`src/rtl/mux_nway_arb.sv`:
```
// N-channel registered multiplexer with round-robin arbitration and valid/ready on every port.
// Optional build macro MUX_NWAY_ARB_FIXED_PRIO_EN selects lowest-index-wins priority instead.
module mux_nway_arb #(
  parameter int unsigned WIDTH    = 16,
  parameter int unsigned CHANNELS = 8
) (
  input  logic                          clk,
  input  logic                          reset,
  input  logic [CHANNELS*WIDTH-1:0]     in_data,
  input  logic [CHANNELS-1:0]           in_valid,
  output logic [CHANNELS-1:0]           in_ready,
  output logic [WIDTH-1:0]              out_data,
  output logic [$clog2(CHANNELS)-1:0]   out_sel,
  output logic                          out_valid,
  input  logic                          out_ready
);

  localparam int unsigned SEL_W = $clog2(CHANNELS);

  logic [WIDTH-1:0] w_chan [CHANNELS];
  logic             w_load;
  logic             w_grant_vld;
  logic [SEL_W-1:0] w_grant;

  logic [WIDTH-1:0] r_out_data;
  logic [SEL_W-1:0] r_out_sel;
  logic             r_out_valid;

  for (genvar gi = 0; gi < CHANNELS; gi++) begin : g_chan
    assign w_chan[gi] = in_data[gi*WIDTH +: WIDTH];
  end

  assign w_load = !r_out_valid || out_ready;

`ifdef MUX_NWAY_ARB_FIXED_PRIO_EN
  // Lowest-index valid channel wins.
  always_comb begin
    w_grant_vld = 1'b0;
    w_grant     = '0;
    for (int unsigned i = 0; i < CHANNELS; i++) begin
      if (!w_grant_vld && in_valid[i]) begin
        w_grant_vld = 1'b1;
        w_grant     = SEL_W'(i);
      end
    end
  end
`else
  localparam logic [SEL_W-1:0] LAST_CH = SEL_W'(CHANNELS - 1);

  logic [SEL_W-1:0] r_ptr;

  function automatic logic [SEL_W-1:0] wrap_idx(input logic [SEL_W-1:0] base,
                                                input int unsigned      off);
    int unsigned s;
    s = 32'(base) + off;
    if (s >= CHANNELS) s = s - CHANNELS;
    return SEL_W'(s);
  endfunction

  // First valid channel at or after the pointer, wrapping at CHANNELS.
  always_comb begin
    w_grant_vld = 1'b0;
    w_grant     = '0;
    for (int unsigned k = 0; k < CHANNELS; k++) begin
      if (!w_grant_vld && in_valid[wrap_idx(r_ptr, k)]) begin
        w_grant_vld = 1'b1;
        w_grant     = wrap_idx(r_ptr, k);
      end
    end
  end

  always_ff @(posedge clk or posedge reset) begin
    if (reset) begin
      r_ptr <= '0;
    end else if (w_load && w_grant_vld) begin
      r_ptr <= (w_grant == LAST_CH) ? '0 : w_grant + SEL_W'(1);
    end
  end
`endif

  always_comb begin
    in_ready = '0;
    if (!reset && w_load && w_grant_vld) in_ready[w_grant] = 1'b1;
  end

  // Output register: load on grant, drain when consumed with nothing to replace it.
  always_ff @(posedge clk or posedge reset) begin
    if (reset) begin
      r_out_data  <= '0;
      r_out_sel   <= '0;
      r_out_valid <= 1'b0;
    end else if (w_load && w_grant_vld) begin
      r_out_data  <= w_chan[w_grant];
      r_out_sel   <= w_grant;
      r_out_valid <= 1'b1;
    end else if (r_out_valid && out_ready) begin
      r_out_valid <= 1'b0;
    end
  end

  assign out_data  = r_out_data;
  assign out_sel   = r_out_sel;
  assign out_valid = r_out_valid;

endmodule

```
`config.mk`:
```
export PLATFORM = sky130hd
export DESIGN_NAME = mux_nway_arb
export DESIGN_NICKNAME = d
export VERILOG_FILES = /design/src/rtl/mux_nway_arb.sv
export SDC_FILE = /design/constraint.sdc
export NUM_CORES = 1
export LEC_CHECK = 0
export BUFFER_PORTS_ARGS = -buffer_cell sky130_fd_sc_hd__buf_2
export CAP_MARGIN = 0
export CORE_ASPECT_RATIO = 0.8
export CORE_MARGIN = 2
export CORE_UTILIZATION = 45
export DETAILED_ROUTE_END_ITERATION = 6
export PLACE_DENSITY_LB_ADDON = 0.3
export SLEW_MARGIN = 5
export SYNTH_ARGS = -nofsm -noshare
export SYNTH_HDL_FRONTEND = slang
export SYNTH_SLANG_ARGS = --single-unit
```
`constraint.sdc`:
```
create_clock -name clk -period 4.6 [get_ports clk]
set_input_delay 0.46 -clock clk [delete_from_list [all_inputs] [get_ports clk]]
set_output_delay 0.46 -clock clk [all_outputs]
set_load 0.005 [all_outputs]
```
== After elaboration in Yosys (flattened, before gate mapping) ==
Cells that the tools add are included.
W data, S select, Z words.

* Add/subtract/negate cells: 16
* $lt $le $gt $ge: 19
* Equality and inequality tests: 1
* Mux-type cells: 49
* Bitwise gates (word level): 1
* Reduce and logical (&&, ||, !) cells: 23

{| class="wikitable"
|+ Operators with widths
! cell !! number
|-
| $mux W3 || 17
|-
| $bmux W16 S3 || 1
|-
| $lt A3 B4 Y1 const B || 9
|-
| $ge A4 B4 Y1 const B || 8
|-
| $mux W16 || 2
|-
| $bmux W1 S3 || 8
|-
| $sub A3 B1 Y3 const B || 8
|-
| $mux W1 || 19
|-
| $add A3 B3 Y4 const B || 4
|-
| $logic_and A1 B1 Y1 || 12
|-
| $logic_not A1 Y1 || 9
|-
| $add A3 B2 Y4 const B || 2
|-
| $mux W8 || 1
|-
| $add A3 B1 Y4 const B || 1
|-
| $ge A3 B4 Y1 const B || 1
|-
| $not A3 Y4 || 1
|-
| $add A3 B1 Y3 const B || 1
|-
| $demux W1 S3 || 1
|-
| $eq A3 B3 Y1 const B || 1
|-
| $ge A3 B1 Y1 const B || 1
|-
| $reduce_bool A2 Y1 || 1
|-
| $logic_or A1 B1 Y1 || 1
|}

* Register bits after elaboration: 23
* Bits of input ports: 139
* Output and inout port bits: 28

== Depth between registers and ports, before layout ==
* Word-level depth: 31
* Depth in mapped cells: 16
* Gate-level depth less buffers: 11

== Worst setup path before layout ==
Ideal clock, no wire load.

* Path kind: reg2out
* From: register r_ptr[1]
* To: output in_ready[3]
* Arrival: 3.835 ns
* Data required time: 4.140 ns
* Path slack: 0.305 ns
* Cell stages (with the launch flop): 17
* Cell sequence: dfrtp_1 -> buf_2 -> inv_1 -> ha_1 -> buf_2 -> mux4_2 -> mux2i_1 -> or3b_1 -> or2_1 -> a2bb2oi_1 -> a22oi_2 -> or2_1 -> buf_4 -> buf_6 -> buf_6 -> nand3_2 -> nor2_1

* Cells in the longest elaborated chain, start to end: 31

{| class="wikitable"
|+ RTL lines
! element !! RTL line !! source
|-
| start: declaration || 50 || <nowiki>logic [SEL_W-1:0] r_ptr;</nowiki>
|-
| start signal: assignment || 76 || <nowiki>r_ptr <= (w_grant == LAST_CH) ? '0 : w_grant + SEL_W'(1);</nowiki>
|-
| branches (longest 30 deep; another with $add A3 B1 Y4) || - ||
|-
| $mux W8 (*) || 83 || <nowiki>if (!reset && w_load && w_grant_vld) in_ready[w_grant] = 1'b1;</nowiki>
|-
| end: declaration || 11 || <nowiki>output logic [CHANNELS-1:0] in_ready,</nowiki>
|}

Mark *: on every way between the ends. The select of a mux whose other input is x is not followed.

== Final worst setup path ==
* From: register r_ptr[0]
* To: output in_ready[6]

Same word-level chain as after synthesis.

==> results.ini <==
[outcome]
status = finished, final reports clean

[yosys]
ys_ff_latch = 23
syn_nets = 449
synth.most_common_cell = mux2i_1
yosysWarnings = 0
syn_area_um2 = 2844
avgSynthCellArea_um2 = 9.264
netlist_instances = 307
synth_edf_count = 0
synthMuxAreaShare_pct = 43.11
synthXorXnorAreaFrac_pct = 1.540
synth-main-ff-cell = dfrtp_1
ys_seq_area_share_pct = 20.24
synth_compound_area_share_pct = 18.74
synth_simple_gate_area_share_pct = 9.679
synthDistinctLibCells = 43
synth_top_area_share_pct = 20.24
synth.area.top_cells = dfrtp_1 (20%), mux2i_1 (19%), mux2_2 (14%)
synth_top_family_by_area = multiplexers
synth_fa_ha_area_share_pct = 1.320
yosysTopAreaCell = dfrtp_1
synth_common_cells = mux2i_1 (55), mux2_2 (36), o211ai_1 (32)
async_flop_share_pct = 100.0

[worst_hold_path]
hold_path.class = in2async

[die]
core_um2 = 6006
start_util_pct = 47.35
die_x_um = 92.88
dieHeight_um = 75.11
placementRows = 25
io_pins = 167
die_area_um2 = 6976

[timing]
max_slew_margin_pct = 34.10
finalHoldViolations = 0
period_share_pct = 93.52
skew_ns = 0.002895
min_period_ns = 4.302
worst_hold_slack_ns = 0.4131
layout_setup_ws_ns = 0.2980
slew_violations = 0
setup_viol = 0
tightest_slew_ns = 0.9875
rsz0062_at_grt = false
fin_setup_tns_ns = 0
max_freq_ghz = 0.2325

[detailed_routing]
drcViolationCount = 0
dr.pass1.iters = 4
post_drt_wl_per_cell_um = 16.84
vias = 3072
ant_nets = 0
wl_mm = 9.192
drt-initial-drc-count = 245
avgViaCountPerCell = 5.626

[critical_path]
cp_max_fo = 17
cp.arrival_ns = 3.84
setup.worst_path.end_class = output port
path_class = reg2out
required_ns = 4.14
start_kind = flip-flop

[cts]
clock-sinks = 23
cts_max_level = 1
cts-root-buf = clkbuf_8
clk_pin_slew_worst_paths_ns = 0.09
cts_buffers = 3
post-cts-setup-buffer-count = 0
cts_tree = yes
cts_buffer_depth = 2
holdBufCountCts = 0
clock_latency_ns = 0.26

[finish]
fin_area_um2 = 3790
diodes = 0
nets = 608
final_cells = 546
syn_to_final_growth_pct = 33.26
drive_gt1_share_pct = 49.68
postLayoutCoreUtil_pct = 63.10

[power]
power.leakage_nw = 1.850
ir_worst_vdd_v = 0.001170
power_mw = 3.784
powerDensity_nw_per_um2 = 998.5

[placement]
place.gp.congestion = 1.050
place_area_um2 = 3745
place_hpwl_mm = 7.236
place_ws_ns = 0.4440
port-buffer-count = 166
dp_cells = 542

[grt]
grt_max_degree = 66
grt_pass1_vias = 2806
track_usage_pct = 24.51
grt.overflow.total = 0
antenna_found_initial = 0
grt_pass1_wl_mm = 13.69

[job]
max_cap_violations = 0

[layout make-up]
type / count / area (um^2)
Sequential cell: 23 / 575.6
Multi-Input combinational cell: 255 / 2127
Tap cell: 81 / 101.3
Fill cell: 547 / 2216
Timing Repair Buffer: 175 / 910.9
Clock buffer: 4 / 45.04
Inverter: 8 / 30.03
[metal layers]
| metal | GRT usage, % | vias up | wire [um] |
|---|---|---|---|
| met5 | 0 | - | 0 |
| met3 | 4.605 | 10 | 782 |
| met4 | 3.922 | 0 | 78 |
| met1 | 33.54 | 1417 | 3812 |
| li1 | - | 1481 | - |
| met2 | 41.79 | 164 | 4520 |
[registers in the layout, summed over array words and instances (netlist names)]
signal,cells
out_sel,3
out_data,16
r_ptr,3
out_valid,1
[final timing paths]
| path | startpoint | end | slack (ns) | cells after the start |
|---|---|---|---|---|
| min in group clk | out_sel[1]$_DFFE_PP0P_ | out_sel[1]$_DFFE_PP0P_ | 0.49 | 2 |
| setup reg to reg | r_ptr[0]$_DFFE_PP0P_ | out_data[5]$_DFFE_PP0P_ | 0.54 | 13 |
| hold reg to reg | out_sel[1]$_DFFE_PP0P_ | out_sel[1]$_DFFE_PP0P_ | 0.49 | 2 |
| setup / recovery | r_ptr[0]$_DFFE_PP0P_ | in_ready[6] | 0.30 | 14 |
| max in group asynchronous | reset | out_data[5]$_DFFE_PP0P_ | 3.59 | 2 |
| hold / removal | reset | out_data[1]$_DFFE_PP0P_ | 0.41 | 2 |
[worst max-delay path, stage by stage (launching register included)]
cell       delay [ns]
dfrtp_1          0.38
inv_1            0.14
ha_1             0.28
buf_4            0.19
mux2i_1          0.12
mux4_2           0.51
a32oi_1          0.44
or2_1            0.20
a2bb2oi_1        0.22
a22oi_2          0.11
buf_4            0.20
nor2_1           0.19
nand3_1          0.19
nor2_1           0.23
buf_2            0.14
[where the power goes]
group	internal [mW]	switching [mW]	total, mW
clock network	0.0619	0.0670	0.129
registers	0.317	0.0654	0.383
logic	1.55	1.72	3.27
[cell usage in the layout (no fill, tap or decap), types with 2 or more instances in the layout]
cell type  count
a31oi_1        3
dfrtp_1       23
mux2_1         4
o21ai_0       22
inv_1          8
nor2_1        17
clkbuf_8       3
nand2b_1       4
mux4_2        10
xnor2_1        4
a221oi_1       2
or2_2          2
ha_1           3
a21oi_1        5
nand3_1        3
mux2_2        36
o211ai_1      32
buf_4          8
nand2_1       31
o31ai_1        2
buf_2        166
mux2i_1       55
[logic make-up (layout without fill, tap and decap cells)]
group	Yosys count	count (layout)
AO/OA/AOI/OAI	79	79
XOR/XNOR	5	5
adder cells (fa/ha/maj)	3	3
buffers and inverters	29	187
flip-flops	23	23
multiplexers	105	105
AND/OR/NAND/NOR	63	63
[what timing repair did]
action,CTS,global route
endpoints found under the hold margin,0,0
gates resized for setup,0,1
endpoints found under the setup margin,0,4
(Power assumes the default switching activity.)
